**src/rtl/carrier_loop_filter_pkg.sv**
```systemverilog
// Shared widths, loop-gain defaults and saturating add for the MSK carrier loop.
// Optional lock detector in carrier_loop_filter is enabled by CARRIER_LOCK_DET_EN.
package carrier_loop_pkg;

    localparam int EW_DEF       = 24;
    localparam int FW_DEF       = 32;
    localparam int KP_SHIFT_DEF = 4;
    localparam int KI_SHIFT_DEF = 10;
    localparam int SAT_W        = 64;

    // a + b evaluated one bit wider, then clamped to the signed w-bit range (w <= SAT_W).
    function automatic logic signed [SAT_W-1:0] sat_add(
        input logic signed [SAT_W-1:0] a,
        input logic signed [SAT_W-1:0] b,
        input int unsigned             w
    );
        logic signed [SAT_W:0] sum;
        logic signed [SAT_W:0] hi;
        logic signed [SAT_W:0] lo;
        sum = (SAT_W+1)'(a) + (SAT_W+1)'(b);
        hi  = (signed'((SAT_W+1)'(1)) <<< (w - 1)) - signed'((SAT_W+1)'(1));
        lo  = -hi - signed'((SAT_W+1)'(1));
        if (sum > hi) begin
            return SAT_W'(hi);
        end
        if (sum < lo) begin
            return SAT_W'(lo);
        end
        return SAT_W'(sum);
    endfunction

endpackage

```
**src/rtl/carrier_loop_filter_if.sv**
```systemverilog
// Symbol-rate phase-error input and frequency-word output of the carrier loop filter.
// Shared by the loop filter whether or not CARRIER_LOCK_DET_EN is defined.
interface carrier_loop_filter_if
    import carrier_loop_pkg::*;
#(
    parameter int EW = EW_DEF,
    parameter int FW = FW_DEF
);
    logic                 err_valid;
    logic signed [EW-1:0] phase_err;
    logic                 freq_valid;
    logic signed [FW-1:0] freq_word;

    modport master (
        output err_valid,
        output phase_err,
        input  freq_valid,
        input  freq_word
    );

    modport slave (
        input  err_valid,
        input  phase_err,
        output freq_valid,
        output freq_word
    );
endinterface

```
**src/rtl/carrier_loop_filter_lock_det.sv**
```systemverilog
// Carrier lock detector: counts consecutive small phase errors, saturating at LOCK_CNT.
// Instantiated by carrier_loop_filter only when CARRIER_LOCK_DET_EN is defined.
module carrier_lock_det #(
    parameter int EW       = 24,
    parameter int LOCK_THR = 262144,
    parameter int LOCK_CNT = 64
) (
    input  logic                 clk,
    input  logic                 rst,
    input  logic                 err_valid,
    input  logic signed [EW-1:0] phase_err,
    output logic                 locked
);
    localparam int                   CW      = $clog2(LOCK_CNT + 1);
    localparam logic [CW-1:0]        CNT_MAX = CW'(LOCK_CNT);
    localparam logic signed [EW-1:0] ERR_MIN = {1'b1, {(EW-1){1'b0}}};

    logic [CW-1:0]     cnt;
    logic signed [EW:0] mag;
    logic              in_thr;

    // One extra bit keeps |most-negative| representable; it is still rejected explicitly.
    always_comb begin
        mag = (EW+1)'(phase_err);
        if (phase_err[EW-1]) begin
            mag = -mag;
        end
        in_thr = (phase_err != ERR_MIN) && (64'(mag) < 64'(LOCK_THR));
    end

    always_ff @(posedge clk) begin
        if (rst) begin
            cnt <= '0;
        end else if (err_valid) begin
            if (!in_thr) begin
                cnt <= '0;
            end else if (cnt != CNT_MAX) begin
                cnt <= cnt + CW'(1);
            end
        end
    end

    assign locked = (cnt == CNT_MAX);

endmodule

```
**src/rtl/carrier_loop_filter.sv**
```systemverilog
// PI loop filter turning per-symbol phase error into a saturated NCO frequency word.
// Define CARRIER_LOCK_DET_EN to build the lock detector; otherwise locked is tied low.
module carrier_loop_filter
    import carrier_loop_pkg::*;
#(
    parameter int EW       = EW_DEF,
    parameter int FW       = FW_DEF,
    parameter int KP_SHIFT = KP_SHIFT_DEF,
    parameter int KI_SHIFT = KI_SHIFT_DEF,
    parameter int LOCK_THR = 262144,
    parameter int LOCK_CNT = 64
) (
    input  logic                 clk,
    input  logic                 rst,
    carrier_loop_filter_if.slave lf,
    input  logic                 hold,
    input  logic                 clr,
    output logic signed [FW-1:0] integ_out,
    output logic                 locked
);
    if (FW < EW || KI_SHIFT < KP_SHIFT || LOCK_CNT < 1 || LOCK_THR < 1) begin : g_bad_params
        $error("carrier_loop_filter: illegal parameter combination");
    end

    logic signed [FW-1:0] e_ext;
    logic signed [FW-1:0] p_q;
    logic signed [FW-1:0] inc_q;
    logic                 v1;
    logic signed [FW-1:0] integ;
    logic signed [FW-1:0] integ_next;
    logic signed [FW-1:0] freq_next;

    // Left-justify the error so full-scale input lands on full-scale FW.
    assign e_ext = FW'(lf.phase_err) <<< (FW - EW);

    always_ff @(posedge clk) begin
        if (rst) begin
            v1    <= 1'b0;
            p_q   <= '0;
            inc_q <= '0;
        end else if (clr) begin
            v1 <= 1'b0;
        end else begin
            v1 <= lf.err_valid;
            if (lf.err_valid) begin
                p_q   <= e_ext >>> KP_SHIFT;
                inc_q <= e_ext >>> KI_SHIFT;
            end
        end
    end

    always_comb begin
        integ_next = integ;
        if (!hold) begin
            integ_next = FW'(sat_add(SAT_W'(integ), SAT_W'(inc_q), FW));
        end
        freq_next = FW'(sat_add(SAT_W'(integ_next), SAT_W'(p_q), FW));
    end

    always_ff @(posedge clk) begin
        if (rst || clr) begin
            integ         <= '0;
            lf.freq_word  <= '0;
            lf.freq_valid <= 1'b0;
        end else begin
            lf.freq_valid <= v1;
            if (v1) begin
                integ        <= integ_next;
                lf.freq_word <= freq_next;
            end
        end
    end

    assign integ_out = integ;

`ifdef CARRIER_LOCK_DET_EN
    carrier_lock_det #(
        .EW       (EW),
        .LOCK_THR (LOCK_THR),
        .LOCK_CNT (LOCK_CNT)
    ) u_lock_det (
        .clk       (clk),
        .rst       (rst),
        .err_valid (lf.err_valid),
        .phase_err (lf.phase_err),
        .locked    (locked)
    );
`else
    assign locked = 1'b0;
`endif

endmodule
```
**src/flat_wrapper.sv**
```systemverilog
// flat-port wrapper written by rule: the top's interface ports become plain ports
module carrier_loop_filter_flat import carrier_loop_pkg::*;
#(
    parameter int EW       = EW_DEF,
    parameter int FW       = FW_DEF,
    parameter int KP_SHIFT = KP_SHIFT_DEF,
    parameter int KI_SHIFT = KI_SHIFT_DEF,
    parameter int LOCK_THR = 262144,
    parameter int LOCK_CNT = 64
)
  (clk, rst, hold, clr, integ_out, locked, lf_err_valid, lf_phase_err, lf_freq_valid, lf_freq_word);
  carrier_loop_filter_if #(.EW(EW), .FW(FW)) lf_i ();
  input  logic clk;
  input  logic rst;
  input  logic hold;
  input  logic clr;
  output logic signed [FW-1:0] integ_out;
  output logic locked;
  input wire logic [$bits(lf_i.err_valid)-1:0] lf_err_valid;
  input wire logic [$bits(lf_i.phase_err)-1:0] lf_phase_err;
  output wire logic [$bits(lf_i.freq_valid)-1:0] lf_freq_valid;
  output wire logic [$bits(lf_i.freq_word)-1:0] lf_freq_word;
  assign lf_i.err_valid = lf_err_valid;
  assign lf_i.phase_err = lf_phase_err;
  assign lf_freq_valid = lf_i.freq_valid;
  assign lf_freq_word = lf_i.freq_word;
  carrier_loop_filter #(.EW(EW), .FW(FW), .KP_SHIFT(KP_SHIFT), .KI_SHIFT(KI_SHIFT), .LOCK_THR(LOCK_THR), .LOCK_CNT(LOCK_CNT)) u_core (.clk(clk), .rst(rst), .lf(lf_i), .hold(hold), .clr(clr), .integ_out(integ_out), .locked(locked));
endmodule
```
**config.mk**
```make
export PLATFORM = sky130hd
export DESIGN_NAME = carrier_loop_filter_flat
export DESIGN_NICKNAME = d
export VERILOG_FILES = /design/src/rtl/carrier_loop_filter_pkg.sv /design/src/rtl/carrier_loop_filter_if.sv /design/src/rtl/carrier_loop_filter_lock_det.sv /design/src/rtl/carrier_loop_filter.sv /design/src/flat_wrapper.sv
export SDC_FILE = /design/constraint.sdc
export NUM_CORES = 1
export LEC_CHECK = 0
export CAP_MARGIN = 5
export CORE_MARGIN = 1.5
export CORE_UTILIZATION = 25
export CTS_BUF_LIST = sky130_fd_sc_hd__clkbuf_8
export DETAILED_ROUTE_END_ITERATION = 8
export GPL_ROUTABILITY_DRIVEN = 0
export SETUP_SLACK_MARGIN = 0.02
export SLEW_MARGIN = 0
export SYNTH_ARGS = -nofsm -noshare
export SYNTH_HDL_FRONTEND = slang
export SYNTH_SLANG_ARGS = --single-unit
```
**constraint.sdc**
```tcl
create_clock -name clk -period 6.4 [get_ports clk]
set_input_delay 1.28 -clock clk [delete_from_list [all_inputs] [get_ports clk]]
set_output_delay 1.28 -clock clk [all_outputs]
set_load 0.01 [all_outputs]
```
# --- Word level (Yosys, flattened, before mapping) ---
# Cells that the tools add are included.
word_totals:
  register_bits: 112
  out_inout_bits: 66
  wordCells: 33
op_classes:
  add_sub_neg: 2
  order_cmp: 4
  mux: 17
  bitwise: 1
  reduce_logical: 3
ops:
  columns: ["op", "n"]
  rows:
  - ["$mux W32", 9]
  - ["$gt A33 B32 Y1 const B", 2]
  - ["$lt A33 B32 Y1 const B", 2]
  - ["$add A32 B22 Y33", 1]
  - ["$add A32 B28 Y33", 1]
  - ["$mux W1", 8]
  - ["$reduce_and A2 Y1", 1]
  - ["$reduce_or A2 Y1", 1]
  - ["$logic_or A1 B1 Y1", 1]
  - ["$not A1 Y1", 1]

# --- Logic depth before layout (Yosys ltp) ---
# Gate-level depths: netlist of run 1.
logic_depth:
  depth_word: 15
  ltp_mapped: 26
  ltp_nobuf: 23

# --- Worst setup path after synthesis of run 1 ---
# Ideal clock, no wire load.
synth_timing:
  path_type: "register to register"
  startpoint: "register, netlist name u_core.inc_q[21]"
  endpoint: "register u_core.lf.freq_word[10]"
  setup_ns: 0.065
  t_arrival_ns: 5.899
  setup_slack_ns: 0.437
  path_stages_with_launch: 25
  n_path_buf: 4
  path_cell_list: "dfxtp_1 ha_1 buf_6 a21oi_2 o21ai_1 or4_1 or3_4 a221oi_4 xnor2_2 nand2_1 buf_2 a21oi_1 a21oi_1 ha_1 clkbuf_1 a21oi_1 o21ai_0 a311oi_1 a21oi_1 or2_2 o31a_1 o311ai_1 clkbuf_1 a21oi_1 nor2_1"
synth_between:
  elab_chain_len: 14
  elab_cells_between_ends: 21
  cone_classes: "add/sub: 2; order compare: 4; mux: 15"
synth_rtl:
  columns: ["element", "line", "source"]
  rows:
  - ["$add A32 B22 Y33 (*)", "carrier_loop_filter_pkg.sv:20", "sum = (SAT_W+1)'(a) + (SAT_W+1)'(b);"]
  - ["$lt A33 B32 Y1", "carrier_loop_filter_pkg.sv:26", "if (sum < lo) begin"]
  - ["$mux W1 (2 in a row)", "carrier_loop_filter_pkg.sv:26", null]
  - ["$mux W1", "carrier_loop_filter.sv:54", "if (!hold) begin"]
  - ["$mux W32", "carrier_loop_filter_pkg.sv:29", "return SAT_W'(sum);"]
  - ["$mux W32 (*)", "carrier_loop_filter_pkg.sv:26", null]
  - ["$mux W32 (*)", "carrier_loop_filter.sv:54", null]
  - ["via u_core.integ_next[22]", "carrier_loop_filter.sv:30", "logic signed [FW-1:0] integ_next;"]
  - ["$add A32 B28 Y33 (*)", "carrier_loop_filter_pkg.sv:20", null]
  - ["$lt A33 B32 Y1", "carrier_loop_filter_pkg.sv:26", null]
  - ["$mux W1 (2 in a row)", "carrier_loop_filter_pkg.sv:26", null]
  - ["$mux W32", "carrier_loop_filter_pkg.sv:29", null]
  - ["$mux W32 (*)", "carrier_loop_filter_pkg.sv:26", null]
  - ["to (signal assigned)", "carrier_loop_filter.sv:69", "lf.freq_word <= freq_next;"]
  - ["to (decl)", "carrier_loop_filter_if.sv:25", "output freq_word"]
# The timed path passes the listed nets; every way through them passes the cells marked *. The select of a mux whose other input is x is not followed.
# A chain may end at the register's enable or synchronous reset.

# --- Final worst setup path of run 1 ---
layout_timing:
  startpoint: "register, netlist name u_core.inc_q[21]"
  endpoint: "register u_core.lf.freq_word[1]"
layout_between:
  elab_chain_len: 14
  elab_cells_between_ends: 21
  cone_classes: "add/sub: 2; order compare: 4; mux: 15"
layout_rtl:
  columns: ["element", "line"]
  rows:
  - ["$add A32 B22 Y33 (*)", "carrier_loop_filter_pkg.sv:20"]
  - ["$lt A33 B32 Y1", "carrier_loop_filter_pkg.sv:26"]
  - ["$mux W1 (2 in a row)", "carrier_loop_filter_pkg.sv:26"]
  - ["$mux W1", "carrier_loop_filter.sv:54"]
  - ["$mux W32", "carrier_loop_filter_pkg.sv:29"]
  - ["$mux W32 (*)", "carrier_loop_filter_pkg.sv:26"]
  - ["$mux W32 (*)", "carrier_loop_filter.sv:54"]
  - ["via u_core.integ_next[28]", "carrier_loop_filter.sv:30"]
  - ["$add A32 B28 Y33 (*)", "carrier_loop_filter_pkg.sv:20"]
  - ["$lt A33 B32 Y1", "carrier_loop_filter_pkg.sv:26"]
  - ["$mux W1 (2 in a row)", "carrier_loop_filter_pkg.sv:26"]
  - ["$mux W32", "carrier_loop_filter_pkg.sv:29"]
  - ["$mux W32 (*)", "carrier_loop_filter_pkg.sv:26"]
# Marked as above.

==> flow_summary.html, run 1 <==
<table>
<tr><th>Metric</th><th>Value</th></tr>
<tr><th colspan="2">Synth</th></tr>
<tr><td>Cell taking the most area after synthesis</td><td>dfxtp_1</td></tr>
<tr><td>Fraction of synthesis flops using an asynchronous set or reset pin</td><td>0%</td></tr>
<tr><td>Dominant cells by area after synthesis</td><td>dfxtp_1 (26%), ha_1 (11%), a21oi_1 (9.3%)</td></tr>
<tr><td>Post-synth cell types</td><td>73</td></tr>
<tr><td>Total standard cell area after synthesis</td><td>between 6000 and 7000 sq um</td></tr>
<tr><td>Sequential fraction of the synthesis area</td><td>25.88%</td></tr>
<tr><td>Yosys warns</td><td>0</td></tr>
<tr><td>Fraction of post-synthesis cell area in the top cell type by area</td><td>25.88%</td></tr>
<tr><td>Commonest cells post-synth</td><td>nand2_1 (139), a21oi_1 (129), dfxtp_1 (90)</td></tr>
<tr><td>EDFF count, synth</td><td>0</td></tr>
<tr><td>Most used flip-flop cell after synthesis</td><td>dfxtp_1</td></tr>
<tr><td>Synthesized instance count</td><td>948</td></tr>
<tr><td>Yosys reg bits</td><td>90</td></tr>
<tr><td>Average instance area after synthesis</td><td>7.344 sq um</td></tr>
<tr><td>Most instantiated library cell after synthesis</td><td>nand2_1</td></tr>
<tr><td>Post-Synthesis Net Count</td><td>approximately 1,000</td></tr>
<tr><th colspan="2">Floorplan</th></tr>
<tr><td>Die footprint</td><td>28,860 sq um</td></tr>
<tr><td>Die width</td><td>169.9 microns</td></tr>
<tr><td>Io pins</td><td>95</td></tr>
<tr><td>Height of the chip</td><td>169.9 microns</td></tr>
<tr><td>Area inside the core boundary</td><td>around 27,000 sq um</td></tr>
<tr><td>Cell row count</td><td>60</td></tr>
<tr><td>Starting density of the core</td><td>25.62%</td></tr>
<tr><th colspan="2">Power and ir drop</th></tr>
<tr><td>Switching Share</td><td>31.56%</td></tr>
<tr><td>Leakage power total</td><td>3.521 nW</td></tr>
<tr><td>NetSw</td><td>0.4156 mW</td></tr>
<tr><td>Part of the power in combinational logic</td><td>around 20%</td></tr>
<tr><td>Peak ir drop on the vdd network</td><td>86.80 uV</td></tr>
<tr><td>Clock network fraction of design power</td><td>35.5%</td></tr>
<tr><td>Internal power component</td><td>between 0.9 and 1 mW</td></tr>
<tr><td>Proportion of power drawn by flip-flops and latches</td><td>44.5%</td></tr>
<tr><td>Pwr dens</td><td>about 150 nW/um^2</td></tr>
<tr><th colspan="2">Global routing</th></tr>
<tr><td>Number of global-route vias before repair</td><td>6,913</td></tr>
<tr><td>Largest net degree at the start of global routing</td><td>44</td></tr>
<tr><td>Wire length of the first global-routing pass</td><td>39,050 microns</td></tr>
<tr><td>Grt ovf</td><td>0</td></tr>
<tr><td>Initial antenna violation count</td><td>0</td></tr>
<tr><td>Global-route usage over all layers</td><td>17.60%</td></tr>
<tr><th colspan="2">Worst hold path</th></tr>
<tr><td>Hold Path Depth</td><td>2</td></tr>
<tr><td>Class of the tightest hold or removal check</td><td>flop to flop</td></tr>
<tr><th colspan="2">CTS</th></tr>
<tr><td>TritonCTS clock tree</td><td>done</td></tr>
<tr><td>Total of hold buffers inserted after clock tree synthesis</td><td>0</td></tr>
<tr><td>Max clock buf depth</td><td>2</td></tr>
<tr><td>Sink count of the clock tree</td><td>90</td></tr>
<tr><td>Root buffer selected by CTS</td><td>clkbuf_8</td></tr>
<tr><td>Worst skew pair latency</td><td>0.40 ns</td></tr>
<tr><td>Clk pin slew, worst setup/hold paths</td><td>about 0.10 ns</td></tr>
<tr><td>CTS H-tree depth</td><td>3</td></tr>
<tr><td>Num CTS Buffers</td><td>9</td></tr>
<tr><th colspan="2">Route</th></tr>
<tr><td>Drt via density</td><td>5.215</td></tr>
<tr><td>Routed wirelength normalized by instance count</td><td>18.09 microns</td></tr>
<tr><td>Count of unresolved DRC violations after routing</td><td>0</td></tr>
<tr><td>WL final</td><td>roughly 26,000 microns</td></tr>
<tr><td>Final antenna-violating net count</td><td>0</td></tr>
<tr><td>Total vias in the final route</td><td>7,385</td></tr>
<tr><td>Iteration-0 DRC Markers</td><td>607</td></tr>
<tr><td>Number of iterations in the first detailed-routing pass</td><td>5</td></tr>
<tr><th colspan="2">Layout</th></tr>
<tr><td>Final core occ</td><td>between 30% and 40%</td></tr>
<tr><td>Layout Area Growth over Synthesis</td><td>25.81%</td></tr>
<tr><td>Final std cells w/o fill</td><td>1,416</td></tr>
<tr><td>Number of fill cells in the layout</td><td>2,958</td></tr>
<tr><td>Diodes inserted</td><td>0</td></tr>
<tr><td>Final non-filler cell area</td><td>about 8800 sq um</td></tr>
<tr><td>Share of cells above drive strength 1</td><td>9.962%</td></tr>
<tr><td>Fin nets</td><td>roughly 1,100</td></tr>
<tr><th colspan="2">STA</th></tr>
<tr><td>Slew HR</td><td>21.48%</td></tr>
<tr><td>Worst hold slack across all endpoints</td><td>0.4739 ns</td></tr>
<tr><td>Final setup violation count</td><td>0</td></tr>
<tr><td>Final clock period utilization by the worst path</td><td>95.68%</td></tr>
<tr><td>Fin. Hold Viols</td><td>0</td></tr>
<tr><td>Post-Route Skew</td><td>around 0.023 ns</td></tr>
<tr><td>Fin. max-slew vios</td><td>0</td></tr>
<tr><td>Setup TNS after final layout</td><td>0 ns</td></tr>
<tr><td>Achievable Freq</td><td>163.3 MHz</td></tr>
<tr><td>Clock period minus worst slack</td><td>just over 6 ns</td></tr>
<tr><td>Setup repair after global routing missed its margin</td><td>yes</td></tr>
<tr><td>Worst Max-Slew Pin Slew</td><td>1.173 ns</td></tr>
<tr><th colspan="2">Placed design</th></tr>
<tr><td>Hpwl dp</td><td>approximately 20,000 microns</td></tr>
<tr><td>Placed inst area</td><td>8483 sq um</td></tr>
<tr><td>I/O Buffers</td><td>93</td></tr>
<tr><td>Placed Cells incl. Taps</td><td>1,399</td></tr>
<tr><th colspan="2">Worst setup path</th></tr>
<tr><td>Required time at the endpoint of the critical path</td><td>6.72 ns</td></tr>
<tr><td>Kind of start point of the critical path</td><td>flop</td></tr>
<tr><td>Nature of the critical path endpoint</td><td>flop</td></tr>
<tr><td>Arrival time worst endpoint</td><td>6.44 ns</td></tr>
<tr><td>Largest driver fanout on the critical path</td><td>14</td></tr>
<tr><td>Reg2Reg Depth</td><td>22</td></tr>
<tr><td>CP Class</td><td>flop to flop</td></tr>
<tr><th colspan="2">Run status</th></tr>
<tr><td>Outcome</td><td>finished, final reports clean</td></tr>
<tr><th colspan="2">Run</th></tr>
<tr><td>Maximum capacitance violations</td><td>0</td></tr>
</table>
==> registers in the layout, summed over array words and instances, names as in the netlist <==
signal                flops
u_core.lf.freq_valid      1
u_core.p_q                2
u_core.v1                 1
u_core.inc_q             22
u_core.lf.freq_word      32
u_core.integ_out         32
==> worst max-delay path: stages, from the launching register on <==
cell and delay, ns:
dfxtp_2 0.37, ha_1 0.39, a21oi_2 0.19, o21ai_1 0.15, or4_1 0.58, or3_4 0.36
a221oi_4 0.35, buf_4 0.21, xnor2_1 0.23, o21ai_2 0.12, buf_4 0.21, a21o_1 0.19
o21ai_0 0.53, ha_1 0.42, nor2_1 0.11, nor2_1 0.06, o41ai_2 0.07, o21ai_0 0.17
or2_2 0.32, o31a_1 0.39, o311ai_4 0.25, inv_1 0.18, a21oi_1 0.18
==> metrics by stage <==
step / worst slack [ns] / power (mW)
after floorplan: 0.4366 / 0.7558
after global placement: 0.1948 / 0.8533
after detailed placement: 0.1058 / 0.8551
after CTS: 0.04863 / 1.317
after global routing: 0.01816 / 1.365
final: 0.2763 / 1.317
==> kinds of logic after synthesis <==
group,count (synthesis),synth area share (%)
adder cells (fa/ha/maj),64,11.65
flip-flops,90,25.88
AND/OR/NAND/NOR,284,18.13
XOR/XNOR,49,6.273
AO/OA/AOI/OAI,372,32.05
multiplexers,7,1.078
buffers and inverters,81,4.888
other,1,0.05387
==> placed cells by master (no fill, tap or decap), types with 8 or more instances in the layout <==
cell type and instances:
nand2b_1 9, clkbuf_8 9, xor2_1 21, clkdlybuf4s50_1 92, or2_2 8, o21ai_1 46, o21bai_1 8, o21ai_0 81
o211ai_1 12, and3_1 8, buf_4 43, xnor2_1 27, a21oi_1 128, dfxtp_1 89, a31oi_1 12, nand2_1 139
inv_1 22, nand4_1 12, ha_1 60, nor2_1 67, a21o_1 15, nor3_1 15
==> final cells by class <==
cell class | instances | area (sq um) | area share (%)
Timing Repair Buffer | 138 | 1289 | 14.71
Clock inverter | 7 | 98.84 | 1.129
Clock buffer | 9 | 123.9 | 1.414
Sequential cell | 90 | 1803 | 20.59
Inverter | 22 | 82.58 | 0.9429
Multi-Input combinational cell | 778 | 4896 | 55.90
Tap cell | 372 | 465.4 | 5.314
==> path summary, 6_finish.rpt <==
path | from | to | slack [ns]
hold reg to reg | u_core.p_q[4]$_SDFFE_PP0P_ | u_core.p_q[4]$_SDFFE_PP0P_ | 0.47
setup / recovery | u_core.inc_q[21]$_SDFFE_PP0P_ | u_core.lf.freq_word[1]$_SDFFE_PP0P_ | 0.28
hold / removal | u_core.p_q[4]$_SDFFE_PP0P_ | u_core.p_q[4]$_SDFFE_PP0P_ | 0.47
setup reg to reg | u_core.inc_q[21]$_SDFFE_PP0P_ | u_core.lf.freq_word[1]$_SDFFE_PP0P_ | 0.28
==> repair_timing <==
action,CTS,global route
endpoints found under the setup margin,0,31
endpoints found under the hold margin,0,0
setup buffers,0,0
gates resized for setup,0,11
==> power groups by stage <==
| stage | Clock, mW | Combinational (mW) | Sequential [mW] |
|---|---|---|---|
| 2_1_floorplan | 0 | 0.159 | 0.597 |
| 3_3_place_gp | 0 | 0.255 | 0.598 |
| 3_5_place_dp | 0 | 0.257 | 0.598 |
| 4_1_cts | 0.473 | 0.258 | 0.585 |
| 5_1_grt | 0.491 | 0.287 | 0.587 |
| 6_report | 0.468 | 0.264 | 0.586 |
==> metal layers <==
metal	vias to the layer above	wire, microns	track usage [%]
met5	-	0	0
met4	0	820	6.464
met3	49	1866	3.209
met2	329	10950	26.91
met1	3414	11970	24.52
li1	3593	-	-
No activity file was read; power rests on OpenSTA's default activity.
==> run 2: changes to the inputs <==
--- a/config.mk
+++ b/config.mk
@@ -15,4 +15,5 @@
 export SLEW_MARGIN = 0
 export SYNTH_ARGS = -nofsm -noshare
 export SYNTH_HDL_FRONTEND = slang
+export SYNTH_HIERARCHICAL = 1
 export SYNTH_SLANG_ARGS = --single-unit
==> constraint.sdc (replaced) <==
create_clock -name clk -period 6.9 [get_ports clk]
set_input_delay 1.38 -clock clk [delete_from_list [all_inputs] [get_ports clk]]
set_output_delay 1.38 -clock clk [all_outputs]
set_load 0.01 [all_outputs]
==> run 2 against run 1 <==
  * Clock-buffer cell count rose by 1
  * Design area decreased by 3.4%
  * Critical path depth fell by 1
  * First-iteration DRC count down 6.4%
  * Sequential power fell by 6.8%
  * Largest cell class unchanged
  * Largest power group unchanged
==> flow_summary.html, run 2 <==
<table>
<tr><th>Metric</th><th>Value</th></tr>
<tr><th colspan="2">Global routing</th></tr>
<tr><td>Grt ovf</td><td>0</td></tr>
<tr><td>Busiest layer in global routing</td><td>met2</td></tr>
<tr><td>Number of global-route vias before repair</td><td>6,613</td></tr>
<tr><td>Initial antenna violation count</td><td>0</td></tr>
<tr><td>Wire length of the first global-routing pass</td><td>~37,000 microns</td></tr>
<tr><td>Grt met2 use</td><td>26.39%</td></tr>
<tr><td>Global-route usage over all layers</td><td>16.40%</td></tr>
<tr><td>Routing usage on met1</td><td>22.60%</td></tr>
<tr><td>Grt met3 use</td><td>2.674%</td></tr>
<tr><td>Largest net degree at the start of global routing</td><td>35</td></tr>
<tr><th colspan="2">Power and ir drop</th></tr>
<tr><td>Part of the power in combinational logic</td><td>21.7%</td></tr>
<tr><td>Peak ir drop on the vdd network</td><td>between 80 and 90 uV</td></tr>
<tr><td>Internal power component</td><td>around 0.76 mW</td></tr>
<tr><td>Switching Share</td><td>31.52%</td></tr>
<tr><td>Leakage power total</td><td>3.396 nW</td></tr>
<tr><td>Design Power</td><td>1.115 mW</td></tr>
<tr><td>Proportion of power drawn by flip-flops and latches</td><td>about half</td></tr>
<tr><td>NetSw</td><td>around 0.35 mW</td></tr>
<tr><td>Pwr dens</td><td>roughly 130 nW/um^2</td></tr>
<tr><td>Clock network fraction of design power</td><td>29.3%</td></tr>
<tr><th colspan="2">Route</th></tr>
<tr><td>WL final</td><td>23,600 microns</td></tr>
<tr><td>Drt via density</td><td>5.144</td></tr>
<tr><td>Routed wirelength normalized by instance count</td><td>17.30 microns</td></tr>
<tr><td>Number of iterations in the first detailed-routing pass</td><td>5</td></tr>
<tr><td>Iteration-0 DRC Markers</td><td>between 500 and 600</td></tr>
<tr><td>Final antenna-violating net count</td><td>0</td></tr>
<tr><td>Count of unresolved DRC violations after routing</td><td>0</td></tr>
<tr><td>Total vias in the final route</td><td>7,017</td></tr>
<tr><th colspan="2">STA</th></tr>
<tr><td>Fin. Hold Viols</td><td>0</td></tr>
<tr><td>Slew HR</td><td>25.58%</td></tr>
<tr><td>Clock period minus worst slack</td><td>6.315 ns</td></tr>
<tr><td>Achievable Freq</td><td>roughly 160 MHz</td></tr>
<tr><td>Setup repair after global routing missed its margin</td><td>no</td></tr>
<tr><td>Final setup violation count</td><td>0</td></tr>
<tr><td>Final clock period utilization by the worst path</td><td>about nine tenths</td></tr>
<tr><td>Worst hold slack across all endpoints</td><td>0.4780 ns</td></tr>
<tr><td>Setup TNS after final layout</td><td>0 ns</td></tr>
<tr><td>Fin. max-slew vios</td><td>0</td></tr>
<tr><td>Post-Route Skew</td><td>0.01601 ns</td></tr>
<tr><td>Worst Max-Slew Pin Slew</td><td>1.116 ns</td></tr>
<tr><th colspan="2">Synth</th></tr>
<tr><td>Average instance area after synthesis</td><td>7.599 sq um</td></tr>
<tr><td>Post-synth cell types</td><td>71</td></tr>
<tr><td>Yosys reg bits</td><td>90</td></tr>
<tr><td>EDFF count, synth</td><td>0</td></tr>
<tr><td>Commonest cells post-synth</td><td>nand2_1 (141), a21oi_1 (120), o21ai_0 (92)</td></tr>
<tr><td>Fraction of post-synthesis cell area in the top cell type by area</td><td>around a quarter</td></tr>
<tr><td>Dominant cells by area after synthesis</td><td>dfxtp_1 (26%), ha_1 (11%), a21oi_1 (8.6%)</td></tr>
<tr><td>Sequential fraction of the synthesis area</td><td>about a quarter</td></tr>
<tr><td>Yosys warns</td><td>6</td></tr>
<tr><td>Post-Synthesis Net Count</td><td>1,007</td></tr>
<tr><td>Fraction of synthesis flops using an asynchronous set or reset pin</td><td>0%</td></tr>
<tr><td>Total standard cell area after synthesis</td><td>just under 7000 sq um</td></tr>
<tr><td>Synthesized instance count</td><td>916</td></tr>
<tr><td>Most instantiated library cell after synthesis</td><td>nand2_1</td></tr>
<tr><td>Cell taking the most area after synthesis</td><td>dfxtp_1</td></tr>
<tr><td>Most used flip-flop cell after synthesis</td><td>dfxtp_1</td></tr>
<tr><th colspan="2">Run</th></tr>
<tr><td>Maximum capacitance violations</td><td>0</td></tr>
<tr><th colspan="2">Worst setup path</th></tr>
<tr><td>Worst flop-to-flop path startpoint</td><td>u_core/inc_q[18]$_SDFFE_PP0P_</td></tr>
<tr><td>Largest driver fanout on the critical path</td><td>24</td></tr>
<tr><td>Cell-by-cell listing of the critical path</td><td>ha_1 &gt; a21oi_1 &gt; o21ai_0 &gt; a221o_1 &gt; and3_1 &gt; nor4b_1 &gt; o21a_2 &gt; buf_4 &gt; o22ai_1 &gt; o21ai_0 &gt; ha_1 &gt; nand2_1 &gt; o21ai_0 &gt; nand4_1 &gt; a2111oi_2 &gt; o21ai_0 &gt; a2111oi_0 &gt; or3_1 &gt; nor2_2 &gt; buf_4 &gt; a21oi_1</td></tr>
<tr><td>Start point of the critical path</td><td>u_core/inc_q[18]$_SDFFE_PP0P_</td></tr>
<tr><td>End of the critical path</td><td>u_core/lf.freq_word[30]$_SDFFE_PP0P_</td></tr>
<tr><td>Arrival time worst endpoint</td><td>6.62 ns</td></tr>
<tr><td>Largest delay share family, worst path</td><td>compound AO/OA/AOI/OAI gates</td></tr>
<tr><td>Required time at the endpoint of the critical path</td><td>7.21 ns</td></tr>
<tr><td>Slowest stage delay, CP</td><td>between 0.5 and 0.6 ns</td></tr>
<tr><td>Cell occurring most often along the worst timing path</td><td>o21ai_0</td></tr>
<tr><td>Endpoint of the worst register-to-register path</td><td>u_core/lf.freq_word[30]$_SDFFE_PP0P_</td></tr>
<tr><td>Kind of start point of the critical path</td><td>flop</td></tr>
<tr><td>Slowest stage cell, crit path</td><td>a2111oi_2</td></tr>
<tr><td>CP Class</td><td>flop to flop</td></tr>
<tr><td>Buffers and inverters on the worst path</td><td>2</td></tr>
<tr><td>Nature of the critical path endpoint</td><td>flop</td></tr>
<tr><td>Reg2Reg Depth</td><td>21</td></tr>
<tr><td>Logic depth of the worst path, buffers included</td><td>21</td></tr>
<tr><td>Reg2reg setup slack</td><td>0.58 ns</td></tr>
<tr><th colspan="2">Floorplan</th></tr>
<tr><td>Io pins</td><td>95</td></tr>
<tr><td>Area inside the core boundary</td><td>27,180 sq um</td></tr>
<tr><td>Die width</td><td>about 170 microns</td></tr>
<tr><td>Die footprint</td><td>28,850 sq um</td></tr>
<tr><td>Cell row count</td><td>60</td></tr>
<tr><td>Height of the chip</td><td>approximately 170 microns</td></tr>
<tr><td>Starting density of the core</td><td>25.61%</td></tr>
<tr><th colspan="2">Layout</th></tr>
<tr><td>Fin nets</td><td>between 1,000 and 1,500</td></tr>
<tr><td>Diodes inserted</td><td>0</td></tr>
<tr><td>Commonest non-fill, non-tap cells in the layout</td><td>nand2_1 (141), a21oi_1 (119), clkdlybuf4s50_1 (93)</td></tr>
<tr><td>Final core occ</td><td>31.13%</td></tr>
<tr><td>Layout Area Growth over Synthesis</td><td>21.54%</td></tr>
<tr><td>Commonest non-fill, non-tap cell in the layout</td><td>nand2_1</td></tr>
<tr><td>Share of cells above drive strength 1</td><td>5.847%</td></tr>
<tr><th colspan="2">CTS</th></tr>
<tr><td>Total of hold buffers inserted after clock tree synthesis</td><td>0</td></tr>
<tr><td>Clk pin slew, worst setup/hold paths</td><td>around 0.09 ns</td></tr>
<tr><td>Sink count of the clock tree</td><td>90</td></tr>
<tr><td>TritonCTS clock tree</td><td>done</td></tr>
<tr><td>CTS H-tree depth</td><td>3</td></tr>
<tr><td>Buffer count from post-CTS setup fixing</td><td>0</td></tr>
<tr><td>Num CTS Buffers</td><td>9</td></tr>
<tr><td>Max clock buf depth</td><td>2</td></tr>
<tr><td>Root buffer selected by CTS</td><td>clkbuf_8</td></tr>
<tr><td>Worst skew pair latency</td><td>between 0.3 and 0.4 ns</td></tr>
<tr><th colspan="2">Placed design</th></tr>
<tr><td>Hpwl dp</td><td>18,400 microns</td></tr>
<tr><td>I/O Buffers</td><td>93</td></tr>
<tr><th colspan="2">Worst hold path</th></tr>
<tr><td>Class of the tightest hold or removal check</td><td>flop to flop</td></tr>
<tr><td>Launch point of the worst hold path</td><td>u_core/p_q[4]$_SDFFE_PP0P_</td></tr>
<tr><th colspan="2">Run status</th></tr>
<tr><td>Outcome</td><td>finished, final reports clean</td></tr>
</table>
==> run 2: cell count changes in the layout (fill, tap and decap cells not counted), sizes merged, moves of 10 or more <==
cell	delta
nor2	-14
buf	-29
a21o	+12
o21ai	-38
nand3	+12
a21oi	-12
o21a	+10
==> run 2: cell type report <==
| type | instances | area (sq um) |
|---|---|---|
| clock buffers | 10 | 137.6 |
| well taps | 372 | 465.4 |
| multi-input cells | 761 | 4910 |
| clock inverters | 4 | 21.27 |
| fillers | 2928 | 18720 |
| flip-flops and latches | 90 | 1803 |
| repair buffers | 110 | 1059 |
| inverters | 17 | 63.81 |
==> run 2: cells by family (layout without fill, tap and decap cells) <==
group / Yosys count / after routing / synth area share, %
compound gates: 349 / 349 / 31.82
xor+xnor: 48 / 48 / 6.148
fa+ha+maj: 70 / 70 / 12.51
buf+inv: 65 / 141 / 3.829
flops: 90 / 90 / 25.89
mux: 7 / 7 / 1.096
other cells: 1 / 1 / 0.05388
simple gates: 286 / 286 / 18.66
==> run 2: stage by stage <==
stage               cell area (sq um)  instances  setup WS [ns]
detailed placement               8290       1350         0.4678
floorplan                        6960        916          1.465
CTS                              8449       1364         0.4165
global route                     8459       1364        0.06733
finish                           8459       1364         0.5849
global placement                 8290       1350         0.5375
==> run 2: timing repair <==
action | 4_1_cts | 5_1_grt
hold endpoints to repair | 0 | 0
setup endpoints to repair | 0 | 31
resized for setup | 0 | 3
==> run 2: worst reg2reg max path, delay by kind of cell, from the launching register on <==
family,cells,cell delay (ns)
flip-flops,1,0.46
AND/OR/NAND/NOR,6,1.44
AO/OA/AOI/OAI,11,3.27
adder cells (fa/ha/maj),2,0.67
buffers and inverters,2,0.42
==> run 2: power by group through the flow <==
stage               Sequential [mW]  Clock, mW  Combinational (mW)
floorplan                     0.554          0               0.156
global placement              0.558          0               0.237
detailed placement            0.558          0               0.237
CTS                           0.545      0.339               0.239
global route                  0.547      0.354               0.266
finish                        0.546      0.327               0.242
==> run 2: how the worst min path moves through the flow <==
stage | to | cells after the start
global placement | u_core/p_q[4]$_SDFFE_PP0P_ | 2
detailed placement | u_core/p_q[4]$_SDFFE_PP0P_ | 2
CTS | u_core/p_q[4]$_SDFFE_PP0P_ | 2
floorplan | u_core/p_q[4]$_SDFFE_PP0P_ | 2
global route | u_core/p_q[4]$_SDFFE_PP0P_ | 2
finish | u_core/p_q[4]$_SDFFE_PP0P_ | 2
==> run 2: per-layer routing <==
layer  part of all wire, %  vias to the layer above
li1                      -                     3476
met1                    48                     3293
met2                    45                      222
met3                   6.0                       26
met4                   1.5                        0
met5                     0                        -
==> run 3: changes to the inputs <==
--- a/config.mk
+++ b/config.mk
@@ -6,11 +6,10 @@
 export NUM_CORES = 1
 export LEC_CHECK = 0
 export CAP_MARGIN = 5
-export CORE_MARGIN = 1.5
 export CORE_UTILIZATION = 25
 export CTS_BUF_LIST = sky130_fd_sc_hd__clkbuf_8
 export DETAILED_ROUTE_END_ITERATION = 8
-export GPL_ROUTABILITY_DRIVEN = 0
+export GPL_ROUTABILITY_DRIVEN = 1
 export SETUP_SLACK_MARGIN = 0.02
 export SLEW_MARGIN = 0
 export SYNTH_ARGS = -nofsm -noshare
==> run 3 against run 2 <==
  * Sequential share of layout area fell by 0.16 points
  * Clock power rose by 13%
  * Worst hold slack worse by 0.0049 ns
  * Sequential cell count unchanged
  * Clock-buffer cell count decreased by 1
  * Combinational power grew 2%
  * Clock skew down 0.0048 ns
  * Global-route usage up 0.49 points
  * Design area is 0.71% higher
  * Sequential power about the same
  * Non-clock buffer count increased by 3
==> flow_summary.html, run 3 (synthesized netlist as in run 2, its figures left out) <==
<table>
<tr><th>Metric</th><th>Value</th></tr>
<tr><th colspan="2">Layout</th></tr>
<tr><td>Final core occ</td><td>31.44%</td></tr>
<tr><td>Register Area</td><td>~1800 sq um</td></tr>
<tr><td>Commonest non-fill, non-tap cells in the layout</td><td>nand2_1 (141), a21oi_1 (119), clkdlybuf4s50_1 (93)</td></tr>
<tr><td>Fin nets</td><td>1,083</td></tr>
<tr><td>Combined area of the multi-input logic cells</td><td>approximately 5000 sq um</td></tr>
<tr><td>Number of fill cells in the layout</td><td>just under 3,000</td></tr>
<tr><td>Final non-filler cell area</td><td>roughly 8500 sq um</td></tr>
<tr><td>Layout Area Growth over Synthesis</td><td>22.40%</td></tr>
<tr><td>Share of cells above drive strength 1</td><td>roughly 6%</td></tr>
<tr><td>Diodes inserted</td><td>0</td></tr>
<tr><td>Commonest non-fill, non-tap cell in the layout</td><td>nand2_1</td></tr>
<tr><th colspan="2">Route</th></tr>
<tr><td>Routed wirelength normalized by instance count</td><td>approximately 17 microns</td></tr>
<tr><td>WL final</td><td>23,950 microns</td></tr>
<tr><td>Total vias in the final route</td><td>7,076</td></tr>
<tr><td>Iteration-0 DRC Markers</td><td>687</td></tr>
<tr><td>Number of iterations in the first detailed-routing pass</td><td>7</td></tr>
<tr><td>Drt via density</td><td>5.169</td></tr>
<tr><td>Final antenna-violating net count</td><td>0</td></tr>
<tr><td>Count of unresolved DRC violations after routing</td><td>0</td></tr>
<tr><th colspan="2">CTS</th></tr>
<tr><td>Post-cts repair resize count</td><td>0</td></tr>
<tr><td>Clk pin slew, worst setup/hold paths</td><td>0.09 ns</td></tr>
<tr><td>Total of hold buffers inserted after clock tree synthesis</td><td>0</td></tr>
<tr><td>Buffer count from post-CTS setup fixing</td><td>0</td></tr>
<tr><td>Root buffer selected by CTS</td><td>clkbuf_8</td></tr>
<tr><td>Worst skew pair latency</td><td>roughly 0.39 ns</td></tr>
<tr><td>TritonCTS clock tree</td><td>done</td></tr>
<tr><td>CTS H-tree depth</td><td>3</td></tr>
<tr><td>Num CTS Buffers</td><td>9</td></tr>
<tr><td>Sink count of the clock tree</td><td>90</td></tr>
<tr><td>Max clock buf depth</td><td>2</td></tr>
<tr><th colspan="2">Worst setup path</th></tr>
<tr><td>Cell-by-cell listing of the critical path</td><td>ha_1 &gt; a211oi_1 &gt; o211ai_1 &gt; a41oi_2 &gt; a211oi_2 &gt; nor4b_1 &gt; o21a_1 &gt; o22ai_1 &gt; o21ai_0 &gt; ha_1 &gt; o21ai_0 &gt; a21oi_1 &gt; a211oi_1 &gt; a31oi_4 &gt; a2111oi_4 &gt; nor4_1 &gt; or3_1 &gt; buf_4 &gt; a311o_1 &gt; a31o_1</td></tr>
<tr><td>Arrival time worst endpoint</td><td>6.65 ns</td></tr>
<tr><td>Required time at the endpoint of the critical path</td><td>7.19 ns</td></tr>
<tr><td>CP Class</td><td>flop to flop</td></tr>
<tr><td>Largest driver fanout on the critical path</td><td>7</td></tr>
<tr><td>Kind of start point of the critical path</td><td>flop</td></tr>
<tr><td>Slowest stage cell, crit path</td><td>o21ai_0</td></tr>
<tr><td>Nature of the critical path endpoint</td><td>flop</td></tr>
<tr><td>Slowest stage delay, CP</td><td>0.52 ns</td></tr>
<tr><th colspan="2">Placed design</th></tr>
<tr><td>Setup slack at placement</td><td>~0.36 ns</td></tr>
<tr><td>Hpwl dp</td><td>18,650 microns</td></tr>
<tr><td>I/O Buffers</td><td>93</td></tr>
<tr><td>RePlAce Congestion</td><td>~0.91</td></tr>
<tr><td>Placed inst area</td><td>8313 sq um</td></tr>
<tr><th colspan="2">STA</th></tr>
<tr><td>Fin. max-slew vios</td><td>0</td></tr>
<tr><td>Final setup violation count</td><td>0</td></tr>
<tr><td>Setup repair after global routing missed its margin</td><td>no</td></tr>
<tr><td>Slew HR</td><td>23.53%</td></tr>
<tr><td>Achievable Freq</td><td>157.2 MHz</td></tr>
<tr><td>Final clock period utilization by the worst path</td><td>92.21%</td></tr>
<tr><td>Clock period minus worst slack</td><td>about 6.4 ns</td></tr>
<tr><td>Post-Route Skew</td><td>~0.011 ns</td></tr>
<tr><td>Fin. Hold Viols</td><td>0</td></tr>
<tr><td>Final setup margin</td><td>0.5372 ns</td></tr>
<tr><td>Setup TNS after final layout</td><td>0 ns</td></tr>
<tr><td>Worst Max-Slew Pin Slew</td><td>1.143 ns</td></tr>
<tr><th colspan="2">Floorplan</th></tr>
<tr><td>Io pins</td><td>95</td></tr>
<tr><td>Area inside the core boundary</td><td>27,100 sq um</td></tr>
<tr><td>Height of the chip</td><td>around 170 microns</td></tr>
<tr><td>Die width</td><td>~170 microns</td></tr>
<tr><td>Starting density of the core</td><td>between 20% and 30%</td></tr>
<tr><td>Die footprint</td><td>28,510 sq um</td></tr>
<tr><td>Cell row count</td><td>60</td></tr>
<tr><th colspan="2">Global routing</th></tr>
<tr><td>Number of global-route vias before repair</td><td>about 6,600</td></tr>
<tr><td>Initial antenna violation count</td><td>0</td></tr>
<tr><td>Largest net degree at the start of global routing</td><td>between 40 and 50</td></tr>
<tr><td>Global-route usage over all layers</td><td>roughly 17%</td></tr>
<tr><td>Grt ovf</td><td>0</td></tr>
<tr><td>Wire length of the first global-routing pass</td><td>37,470 microns</td></tr>
<tr><th colspan="2">Run status</th></tr>
<tr><td>Outcome</td><td>finished, final reports clean</td></tr>
<tr><th colspan="2">Run</th></tr>
<tr><td>Maximum capacitance violations</td><td>0</td></tr>
<tr><th colspan="2">Power and ir drop</th></tr>
<tr><td>Peak ir drop on the vdd network</td><td>85.60 uV</td></tr>
<tr><td>Internal power component</td><td>0.7943 mW</td></tr>
<tr><td>Pwr dens</td><td>136.3 nW/um^2</td></tr>
<tr><td>Leakage power total</td><td>3.425 nW</td></tr>
<tr><td>Clock network fraction of design power</td><td>31.8%</td></tr>
<tr><td>Switching Share</td><td>31.62%</td></tr>
<tr><td>NetSw</td><td>0.3672 mW</td></tr>
<tr><td>Part of the power in combinational logic</td><td>a little over a fifth</td></tr>
<tr><td>Proportion of power drawn by flip-flops and latches</td><td>47.0%</td></tr>
<tr><td>Design Power</td><td>1.162 mW</td></tr>
<tr><th colspan="2">Worst hold path</th></tr>
<tr><td>Class of the tightest hold or removal check</td><td>flop to flop</td></tr>
</table>
[run 3: cell types whose count changed in the layout (fill, tap and decap cells not counted), sizes merged]
cell / delta
buf: +3
clkinvlp: +1
clkbuf: -1
inv: +1
bufinv: +1
[run 3: power by group through the flow]
| stage | clock network, mW | logic [mW] | registers [mW] |
|---|---|---|---|
| final | 0.369 | 0.246 | 0.546 |
| after floorplan | 0 | 0.156 | 0.554 |
| after CTS | 0.380 | 0.243 | 0.546 |
| after detailed placement | 0 | 0.241 | 0.558 |
| after global routing | 0.401 | 0.269 | 0.548 |
| after global placement | 0 | 0.241 | 0.558 |
[run 3: per-stage QoR]
step                      hold slack (ns)  std cells
after global placement             0.4654       1353
after floorplan                    0.4406        916
final                              0.4732       1369
after detailed placement           0.4669       1353
after CTS                          0.4791       1369
after global routing               0.4966       1369
[run 3: worst paths after layout]
path | from | to | slack (ns) | depth (start not counted)
max | u_core/inc_q[1]$_SDFFE_PP0P_ | u_core/lf.freq_word[1]$_SDFFE_PP0P_ | 0.54 | 20
max reg2reg | u_core/inc_q[1]$_SDFFE_PP0P_ | u_core/lf.freq_word[1]$_SDFFE_PP0P_ | 0.54 | 20
min reg2reg | u_core/p_q[4]$_SDFFE_PP0P_ | u_core/p_q[4]$_SDFFE_PP0P_ | 0.47 | 2
min | u_core/p_q[4]$_SDFFE_PP0P_ | u_core/p_q[4]$_SDFFE_PP0P_ | 0.47 | 2
[run 3: cell type report]
type / count / share of cell area, %
clock inverter: 7 / 0.7343
sequential: 90 / 21.15
multi-input combinational: 761 / 57.76
tap: 372 / 5.463
timing repair buffer: 113 / 12.69
clock buffer: 9 / 1.454
inverter: 17 / 0.7490
[run 3: critical path: cells and delay by family, from the launching register on]
kind,cells,cell delay [ns]
AOI/OAI and AO/OA,14,3.94
adders and majority gates,2,0.71
buffers and inverters,1,0.20
DFF,1,0.47
and+or+nand+nor,3,0.92
[run 3: per-layer routing]
layer	GRT usage (%)	vias to the layer above	wire [microns]
li1	-	3486	-
met1	23.67	3335	11420
met2	26.55	225	10690
met3	1.800	30	1255
met4	6.364	0	581
met5	0	-	0
